<file path="src/rtl/pipeline_hazard_ctrl_if.sv">
// Hazard-control bus: ID/EX/MEM pipeline status toward the controller and stall/flush controls back.
// master = pipeline datapath side, slave = hazard controller side.
interface pipeline_hazard_ctrl_if #(
  parameter int CNT_W = 16
);
  logic [4:0]       rsID;
  logic [4:0]       rtID;
  logic             branchID;
  logic             branchTakenID;
  logic             jumpID;
  logic             memReadEX;
  logic             regWriteEX;
  logic [4:0]       writeRegEX;
  logic             memReadMEM;
  logic [4:0]       writeRegMEM;
  logic             dmemBusy;

  logic             pcWrite;
  logic             ifIdStall;
  logic             ifIdFlush;
  logic             idExFlush;
  logic             idExStall;
  logic             exMemStall;
  logic [CNT_W-1:0] stallCycles;
  logic [CNT_W-1:0] flushCount;
  logic             memTimeout;

  modport master (
    output rsID, rtID, branchID, branchTakenID, jumpID,
           memReadEX, regWriteEX, writeRegEX, memReadMEM, writeRegMEM, dmemBusy,
    input  pcWrite, ifIdStall, ifIdFlush, idExFlush, idExStall, exMemStall,
           stallCycles, flushCount, memTimeout
  );

  modport slave (
    input  rsID, rtID, branchID, branchTakenID, jumpID,
           memReadEX, regWriteEX, writeRegEX, memReadMEM, writeRegMEM, dmemBusy,
    output pcWrite, ifIdStall, ifIdFlush, idExFlush, idExStall, exMemStall,
           stallCycles, flushCount, memTimeout
  );
endinterface

</file>
<file path="src/rtl/pipeline_hazard_ctrl.sv">
// Pipeline hazard controller: load-use / branch-operand stalls, redirect flushes, memory-wait freeze.
// Controls are combinational (zero latency) from state + inputs; no backpressure beyond dmemBusy freezing.
module pipeline_hazard_ctrl #(
  parameter int MEM_TIMEOUT = 16,
  parameter int CNT_W       = 16
) (
  input  logic                   clk,
  input  logic                   reset,
  pipeline_hazard_ctrl_if.slave  bus
);

  typedef enum logic [1:0] {RUN, STALL1, MEM_WAIT} state_t;

  localparam logic [CNT_W-1:0] CNT_MAX  = '1;
  localparam logic [CNT_W-1:0] CNT_ONE  = CNT_W'(1);
  localparam logic [7:0]       BUSY_LIM = 8'(MEM_TIMEOUT);

  state_t           r_state;
  state_t           w_next;
  logic [CNT_W-1:0] r_stall_cnt;
  logic [CNT_W-1:0] r_flush_cnt;
  logic [7:0]       r_busy_cnt;
  logic             r_timeout;

  logic       w_load_use;
  logic       w_branch_haz;
  logic       w_redirect;
  logic [7:0] w_busy_inc;
  logic       w_busy_hit;

  logic w_pc_write;
  logic w_if_id_stall;
  logic w_if_id_flush;
  logic w_id_ex_flush;
  logic w_id_ex_stall;
  logic w_ex_mem_stall;

  function automatic logic match_x(input logic [4:0] r, input logic [4:0] rs, input logic [4:0] rt);
    return (r != 5'd0) && ((r == rs) || (r == rt));
  endfunction

  assign w_load_use   = bus.memReadEX && match_x(bus.writeRegEX, bus.rsID, bus.rtID);
  // A load in EX is already covered by load-use, so only ALU producers count here.
  assign w_branch_haz = bus.branchID &&
                        ((bus.regWriteEX && !bus.memReadEX && match_x(bus.writeRegEX, bus.rsID, bus.rtID)) ||
                         (bus.memReadMEM && match_x(bus.writeRegMEM, bus.rsID, bus.rtID)));
  assign w_redirect   = (bus.branchID && bus.branchTakenID) || bus.jumpID;

  assign w_busy_inc = (r_busy_cnt == 8'hFF) ? 8'hFF : r_busy_cnt + 8'd1;
  assign w_busy_hit = bus.dmemBusy && (w_busy_inc == BUSY_LIM);

  always_ff @(posedge clk) begin
    if (reset) begin
      r_state <= RUN;
    end else begin
      r_state <= w_next;
    end
  end

  always_comb begin
    w_next         = RUN;
    w_pc_write     = 1'b1;
    w_if_id_stall  = 1'b0;
    w_if_id_flush  = 1'b0;
    w_id_ex_flush  = 1'b0;
    w_id_ex_stall  = 1'b0;
    w_ex_mem_stall = 1'b0;
    if (reset) begin
      w_pc_write    = 1'b0;
      w_if_id_flush = 1'b1;
      w_id_ex_flush = 1'b1;
    end else if (bus.dmemBusy) begin
      w_next         = MEM_WAIT;
      w_pc_write     = 1'b0;
      w_if_id_stall  = 1'b1;
      w_id_ex_stall  = 1'b1;
      w_ex_mem_stall = 1'b1;
    end else if (r_state == STALL1) begin
      w_pc_write    = 1'b0;
      w_if_id_stall = 1'b1;
      w_id_ex_flush = 1'b1;
    end else if (w_load_use) begin
      // A branch consuming a load needs a second bubble until the load reaches WB.
      w_next        = bus.branchID ? STALL1 : RUN;
      w_pc_write    = 1'b0;
      w_if_id_stall = 1'b1;
      w_id_ex_flush = 1'b1;
    end else if (w_branch_haz) begin
      w_pc_write    = 1'b0;
      w_if_id_stall = 1'b1;
      w_id_ex_flush = 1'b1;
    end else if (w_redirect) begin
      w_if_id_flush = 1'b1;
    end
  end

  always_ff @(posedge clk) begin
    if (reset) begin
      r_stall_cnt <= '0;
      r_flush_cnt <= '0;
      r_busy_cnt  <= '0;
      r_timeout   <= 1'b0;
    end else begin
      if (w_if_id_stall && (r_stall_cnt != CNT_MAX)) begin
        r_stall_cnt <= r_stall_cnt + CNT_ONE;
      end
      if (w_if_id_flush && (r_flush_cnt != CNT_MAX)) begin
        r_flush_cnt <= r_flush_cnt + CNT_ONE;
      end
      r_busy_cnt <= bus.dmemBusy ? w_busy_inc : 8'd0;
      r_timeout  <= r_timeout | w_busy_hit;
    end
  end

  assign bus.pcWrite     = w_pc_write;
  assign bus.ifIdStall   = w_if_id_stall;
  assign bus.ifIdFlush   = w_if_id_flush;
  assign bus.idExFlush   = w_id_ex_flush;
  assign bus.idExStall   = w_id_ex_stall;
  assign bus.exMemStall  = w_ex_mem_stall;
  assign bus.stallCycles = r_stall_cnt;
  assign bus.flushCount  = r_flush_cnt;
  // Flag is visible in the very cycle the busy run reaches the limit.
  assign bus.memTimeout  = r_timeout | (!reset && w_busy_hit);

endmodule

</file>
<file path="src/flat_wrapper.sv">
// flat-port wrapper written by rule: the top's interface ports become plain ports
module pipeline_hazard_ctrl_flat 
#(
  parameter int MEM_TIMEOUT = 16,
  parameter int CNT_W       = 16
)
  (clk, reset, bus_rsID, bus_rtID, bus_branchID, bus_branchTakenID, bus_jumpID, bus_memReadEX, bus_regWriteEX, bus_writeRegEX, bus_memReadMEM, bus_writeRegMEM, bus_dmemBusy, bus_pcWrite, bus_ifIdStall, bus_ifIdFlush, bus_idExFlush, bus_idExStall, bus_exMemStall, bus_stallCycles, bus_flushCount, bus_memTimeout);
  pipeline_hazard_ctrl_if #(.CNT_W(CNT_W)) bus_i ();
  input  logic clk;
  input  logic reset;
  input wire logic [$bits(bus_i.rsID)-1:0] bus_rsID;
  input wire logic [$bits(bus_i.rtID)-1:0] bus_rtID;
  input wire logic [$bits(bus_i.branchID)-1:0] bus_branchID;
  input wire logic [$bits(bus_i.branchTakenID)-1:0] bus_branchTakenID;
  input wire logic [$bits(bus_i.jumpID)-1:0] bus_jumpID;
  input wire logic [$bits(bus_i.memReadEX)-1:0] bus_memReadEX;
  input wire logic [$bits(bus_i.regWriteEX)-1:0] bus_regWriteEX;
  input wire logic [$bits(bus_i.writeRegEX)-1:0] bus_writeRegEX;
  input wire logic [$bits(bus_i.memReadMEM)-1:0] bus_memReadMEM;
  input wire logic [$bits(bus_i.writeRegMEM)-1:0] bus_writeRegMEM;
  input wire logic [$bits(bus_i.dmemBusy)-1:0] bus_dmemBusy;
  output wire logic [$bits(bus_i.pcWrite)-1:0] bus_pcWrite;
  output wire logic [$bits(bus_i.ifIdStall)-1:0] bus_ifIdStall;
  output wire logic [$bits(bus_i.ifIdFlush)-1:0] bus_ifIdFlush;
  output wire logic [$bits(bus_i.idExFlush)-1:0] bus_idExFlush;
  output wire logic [$bits(bus_i.idExStall)-1:0] bus_idExStall;
  output wire logic [$bits(bus_i.exMemStall)-1:0] bus_exMemStall;
  output wire logic [$bits(bus_i.stallCycles)-1:0] bus_stallCycles;
  output wire logic [$bits(bus_i.flushCount)-1:0] bus_flushCount;
  output wire logic [$bits(bus_i.memTimeout)-1:0] bus_memTimeout;
  assign bus_i.rsID = bus_rsID;
  assign bus_i.rtID = bus_rtID;
  assign bus_i.branchID = bus_branchID;
  assign bus_i.branchTakenID = bus_branchTakenID;
  assign bus_i.jumpID = bus_jumpID;
  assign bus_i.memReadEX = bus_memReadEX;
  assign bus_i.regWriteEX = bus_regWriteEX;
  assign bus_i.writeRegEX = bus_writeRegEX;
  assign bus_i.memReadMEM = bus_memReadMEM;
  assign bus_i.writeRegMEM = bus_writeRegMEM;
  assign bus_i.dmemBusy = bus_dmemBusy;
  assign bus_pcWrite = bus_i.pcWrite;
  assign bus_ifIdStall = bus_i.ifIdStall;
  assign bus_ifIdFlush = bus_i.ifIdFlush;
  assign bus_idExFlush = bus_i.idExFlush;
  assign bus_idExStall = bus_i.idExStall;
  assign bus_exMemStall = bus_i.exMemStall;
  assign bus_stallCycles = bus_i.stallCycles;
  assign bus_flushCount = bus_i.flushCount;
  assign bus_memTimeout = bus_i.memTimeout;
  pipeline_hazard_ctrl #(.MEM_TIMEOUT(MEM_TIMEOUT), .CNT_W(CNT_W)) u_core (.clk(clk), .reset(reset), .bus(bus_i));
endmodule
</file>
<file path="config.mk">
export PLATFORM = sky130hd
export DESIGN_NAME = pipeline_hazard_ctrl_flat
export DESIGN_NICKNAME = d
export VERILOG_FILES = /design/src/rtl/pipeline_hazard_ctrl_if.sv /design/src/rtl/pipeline_hazard_ctrl.sv /design/src/flat_wrapper.sv
export SDC_FILE = /design/constraint.sdc
export NUM_CORES = 1
export LEC_CHECK = 0
export ABC_AREA = 0
export CAP_MARGIN = 40
export CORE_MARGIN = 2
export CORE_UTILIZATION = 60
export CTS_CLUSTER_DIAMETER = 40
export DETAILED_ROUTE_END_ITERATION = 10
export DONT_BUFFER_PORTS = 1
export PLACE_DENSITY_LB_ADDON = 0.12
export RECOVER_POWER = 100
export SETUP_SLACK_MARGIN = 0.2
export SLEW_MARGIN = 20
export SYNTH_ARGS = -nofsm -noshare
export SYNTH_HDL_FRONTEND = slang
export SYNTH_SLANG_ARGS = --single-unit
</file>
<file path="constraint.sdc">
create_clock -name clk -period 3.28 [get_ports clk]
set_input_delay 0.328 -clock clk [delete_from_list [all_inputs] [get_ports clk]]
set_output_delay 0.328 -clock clk [all_outputs]
set_load 0.02 [all_outputs]
</file>
======== After elaboration in Yosys (flattened, before gate mapping) ========
Index checks and enable logic that the tools add are counted.
W data, S select, Z words.
word-level totals
  input bits .............................. 29
  logic and storage cells ................. 69
  register bits ........................... 43
cells by class
  muxes and demuxes ....................... 25
  reduce and logical (&&, ||, !) cells .... 22
  bitwise logic cells ..................... 4
  add/subtract/negate cells ............... 3
  eq/ne operators ......................... 9
operators by type and width
  cell                     number
  $add A16 B1 Y16 const B  2
  $ne A16 B16 Y1 const B   2
  $mux W1                  21
  $eq A5 B5 Y1             4
  $logic_and A1 B1 Y1      12
  $reduce_bool A5 Y1       2
  $add A8 B1 Y8 const B    1
  $eq A8 B5 Y1 const B     1
  $eq A8 B8 Y1 const B     1
  $mux W8                  1
  $mux W2                  3
  $logic_or A1 B1 Y1       4
  $reduce_or A4 Y1         1
  $eq A2 B1 Y1 const B     1
  $logic_not A1 Y1         2
  $not A1 Y1               2
  $or A1 B1 Y1             2
  $reduce_or A2 Y1         1

======== Logic depth before layout (Yosys ltp) ========
  depth after elaboration ................. 12
  gate-level depth with buffers ........... 9
  gate-level depth less buffers ........... 7

======== Least setup slack after synthesis ========
No wires, ideal clock.
  path kind ............................... reg2reg
  start ................................... register u_core.r_stall_cnt[9] (netlist: u_core.bus.stallCycles[9])
  end ..................................... register u_core.r_stall_cnt[5] (netlist: u_core.bus.stallCycles[5])
  path slack .............................. 1.136 ns
  required time ........................... 3.157 ns
  buffers on the path ..................... 1
  data arrival time ....................... 2.021 ns
  cell stages (with the launch flop) ...... 8
  cells stage by stage .................... dfxtp_1 -> and4_4 -> and3_4 -> and3_4 -> and3_1 -> clkbuf_1 -> or4_1 -> mux2_1
on the way
  word-level cells in the longest chain between the ends .. 2
ends and longest elaborated chain
  item                    line                         text
  from (decl)             pipeline_hazard_ctrl.sv:20   logic [CNT_W-1:0] r_stall_cnt;
  from (signal assigned)  pipeline_hazard_ctrl.sv:105  r_stall_cnt <= r_stall_cnt + CNT_ONE;
  $ne A16 B16 Y1          pipeline_hazard_ctrl.sv:104  if (w_if_id_stall && (r_stall_cnt != CNT_MAX)) begin
  $logic_and A1 B1 Y1     pipeline_hazard_ctrl.sv:104
No other way between the ends.
A chain may end at the register's enable or synchronous reset.

======== Worst setup path after layout ========
  start ................................... register u_core.r_stall_cnt[10] (netlist: u_core.bus.stallCycles[10])
  end ..................................... register u_core.r_stall_cnt[11] (netlist: u_core.bus.stallCycles[11])
on the way
  word-level cells in the longest chain between the ends .. 2
  elaborated cells between the ends (all ways) .. 3
ends and longest elaborated chain
  item
  parallel branches: the longest is 2 deep, another holds $add A16 B1 Y16
Several ways; the timed one is not identified.

==> impl_metrics.csv <==
group,metric,value,unit
final_layout,drive_gt1_share,6.228,%
final_layout,final-seq-area,860.8,um2
die,design.portCount,68,
clock_tree,cts.reportedPaths.clkPinSlew,90,ps
synth,synthCells,294,
final_layout,n_fill_cell,356,
routing,drc,0,
timing,hold_violations,0,
power_and_ir_drop,cellPowerDensity,392.1,nW/um2
timing,worst-slew-pin-transition,743.4,ps
routing,detail_route.iter0.violations,204,
worst_setup_path,worstReg2RegStart,"u_core.bus.stallCycles[10]$_SDFFE_PP0P_",
die,chipHeight,67.82,um
worst_setup_path,worstSetupEndpointType,"register",
timing,maxClockFrequency,0.3965,GHz
synth,seq_area_frac_synth,35.23,%
placement,finalWeightedCongestion,0.8259,
worst_hold_path,min_delay_path_depth,1,
clock_tree,cts.path.max_buffers,2,
synth,ys_types,51,
worst_setup_path,cp_max_fo,11,
final_layout,layout.cell_area.non_filler,2516,um2
die,core_area,3971,um2
timing,grt_setup_unrepaired,"no",
die,start_util,61.53,%
final_layout,layout_common_cells,"43 x dfxtp_1, 28 x a21oi_1, 27 x nor2_1, 24 x xor2_1, 21 x nand3_1",
clock_tree,cts_resized,0,
timing,period_share,76.90,%
global_routing,grt_pass1_wl,8293,um
timing,slew_headroom,50.25,%
worst_setup_path,arrival,2710,ps
synth,post_synthesis_cell_area,2444,um2
global_routing,grt.overflow.total,0,
routing,vias_per_cell,6.074,
synth,syn-mean-instance-area,8.312,um2
synth,synth-seq-cells,43,
timing,slew_violations,0,
global_routing,total_global_routing_track_utilization,23.31,%
placement,placedInstanceArea,2444,um2
worst_hold_path,min-delay-path-class,"in -> reg",
worst_setup_path,cp-start-kind,"register",
placement,io_buffers,0,
timing,setup_viol,0,
worst_setup_path,reg_to_reg_setup_timing_slack,760,ps
clock_tree,cts_tree,"done",
power_and_ir_drop,power.ir.vdd_worst,0.2389,mV
die,die_w,67.82,um
final_layout,final_common_cell,"dfxtp_1",
clock_tree,cts-root-buf,"clkbuf_8",
synth,yosys_warnings,0,
clock_tree,post_cts_buffers,0,
worst_hold_path,timing.hold.worst_endpoint,"u_core.r_timeout$_SDFF_PP0_",
synth,ys.flop_type,"dfxtp_1",
global_routing,grt_pass1_vias,1891,
final_layout,areaGrowthSynthToFinish,2.970,%
synth,synth_nets,326,
routing,post_dr_wirelength_cell,14.91,um
clock_tree,h-tree-depth,2,
routing,detailroute.via_count,2059,
die,fp.dieArea,4599,um2
worst_setup_path,rr_endpoint,"u_core.bus.stallCycles[11]$_SDFFE_PP0P_",
timing,finalSetupTns,0,ps
final_layout,final_net_count,320,
final_layout,antenna_fix_cells,0,
routing,drtPass1Iterations,4,
clock_tree,cts_hold_repair.buffers,0,
worst_setup_path,data_required_time_at_the_worst_endpoint,3470,ps
worst_hold_path,holdCritStartpoint,"reset",
placement,dp_cells,331,
power_and_ir_drop,power.leakage,0.8886,nW
timing,timing.final.crit_period,2522,ps
die,placement_rows,23,
synth,synth-async-reset-ratio,0,%
routing,aggregate_routed_wire_length,5055,um
clock_tree,clock_sinks,43,
global_routing,maximum_number_of_pins_on_one_net_before_global_route_repair,46,
global_routing,number_of_antenna_violations_at_the_first_check_in_global_routing,0,
routing,ant_nets_after_route,0,
timing,finalClockSkew,9.196,ps
run_status,status,"complete, no violations",
placement,post-dp-hpwl,3713,um
clock_tree,clock_latency,290,ps
worst_setup_path,setup.worst_path.class,"reg -> reg",
synth,count_of_flip_flops_with_a_built_in_enable_after_synthesis,0,
run,max_cap_violations,0,
final_layout,finalNonFillerCells,339,
final_layout,multiInputGateArea,1453,um2
clock_tree,tritoncts.num_buffers,5,
worst_setup_path,reg2reg_depth,7,
[power by group]
group | internal, mW | total [mW] | switching, mW
registers | 0.529 | 0.546 | 0.0168
logic | 0.0340 | 0.0818 | 0.0479
clock network | 0.172 | 0.359 | 0.187
total | 0.735 | 0.987 | 0.251
[cells in the mapped netlist (2+ instances only)]
library cell / instances / area, um2
a211oi_1: 2 / 15.01
a21o_1: 2 / 15.01
a21oi_1: 28 / 140.1
a311o_1: 2 / 20.02
a31o_2: 3 / 26.28
a41o_1: 2 / 20.02
and2_1: 4 / 25.02
and3_1: 7 / 43.79
and3_4: 2 / 22.52
and4_1: 2 / 17.52
buf_2: 2 / 10.01
clkbuf_1: 9 / 33.78
dfxtp_1: 43 / 860.8
ha_1: 3 / 37.54
inv_1: 11 / 41.29
mux2i_1: 2 / 20.02
nand2_1: 11 / 41.29
nand2b_1: 4 / 25.02
nand3_1: 20 / 100.1
nand4_1: 13 / 81.33
nor2_1: 27 / 101.4
nor2b_1: 7 / 43.79
nor3_1: 10 / 50.05
nor3b_1: 2 / 15.01
o21ai_0: 5 / 25.02
o21bai_1: 2 / 15.01
o31ai_1: 4 / 30.03
or2_2: 3 / 18.77
or3_1: 6 / 37.54
or4_1: 7 / 52.55
xnor2_1: 6 / 52.55
xor2_1: 24 / 210.2
[layout make-up]
type	instances	area share, %
sequential	43	34.21
multi-input combinational	227	57.73
clock inverter	2	0.6464
inverter	11	1.641
clock buffer	6	3.282
tap	50	2.486
[worst max path at each step]
| stage | start | end | slack, ps | cells past startpoint |
|---|---|---|---|---|
| floorplan | u_core.bus.stallCycles[9]$_SDFFE_PP0P_ | u_core.bus.stallCycles[5]$_SDFFE_PP0P_ | 1140 | 7 |
| CTS | u_core.bus.stallCycles[10]$_SDFFE_PP0P_ | u_core.bus.stallCycles[11]$_SDFFE_PP0P_ | 870 | 7 |
| detailed placement | u_core.bus.stallCycles[10]$_SDFFE_PP0P_ | u_core.bus.stallCycles[11]$_SDFFE_PP0P_ | 890 | 7 |
| global placement | u_core.bus.stallCycles[10]$_SDFFE_PP0P_ | u_core.bus.stallCycles[11]$_SDFFE_PP0P_ | 920 | 7 |
| global route | u_core.bus.stallCycles[10]$_SDFFE_PP0P_ | u_core.bus.stallCycles[11]$_SDFFE_PP0P_ | 540 | 7 |
| finish | u_core.bus.stallCycles[10]$_SDFFE_PP0P_ | u_core.bus.stallCycles[11]$_SDFFE_PP0P_ | 760 | 7 |
[metal layers]
metal  wire [um]  track usage, %  part of all wire [%]  vias up
met5           0               0                     0        -
met4          49           8.000                  0.97        0
met3         334           7.566                   6.6        4
met2        2385           38.36                    47       50
met1        2285           28.70                    45      950
li1            -               -                     -     1055
[flip-flops by register name, indices dropped and copies added (netlist names)]
| name | cells |
|---|---|
| u_core.bus.stallCycles | 16 |
| u_core.r_timeout | 1 |
| u_core.r_busy_cnt | 8 |
| u_core.r_state | 2 |
| u_core.bus.flushCount | 16 |
[cell families (layout without fill, tap and decap cells)]
family	Yosys count	in the layout	synth area share, %
XOR/XNOR	30	30	10.75
buffers and inverters	24	19	4.250
flip-flops	43	43	35.23
AND/OR/NAND/NOR	131	131	29.95
multiplexers	4	4	1.741
adder cells (fa/ha/maj)	3	3	1.536
AO/OA/AOI/OAI	59	59	16.54
[worst max-delay path: stages (launching register included)]
cell and delay (ps):
dfxtp_1 410, and4_1 270, and3_1 210, and3_1 230
and3_1 250, nor2_1 590, nand3_1 160, mux2_2 300
[through the flow]
stage / power, mW / worst slack [ps] / util, % / hold WS (ps)
after global placement: 0.6416 / 916.5 / 61.53 / 403.2
after floorplan: 0.6393 / 1136 / - / 441.3
after global routing: 1.028 / 543.0 / 63.36 / 81.10
final: 0.9865 / 757.8 / 63.36 / 100.2
after CTS: 0.9981 / 872.0 / 64.02 / 94.11
after detailed placement: 0.6428 / 886.0 / 61.53 / 406.1
(Power assumes the default switching activity.)
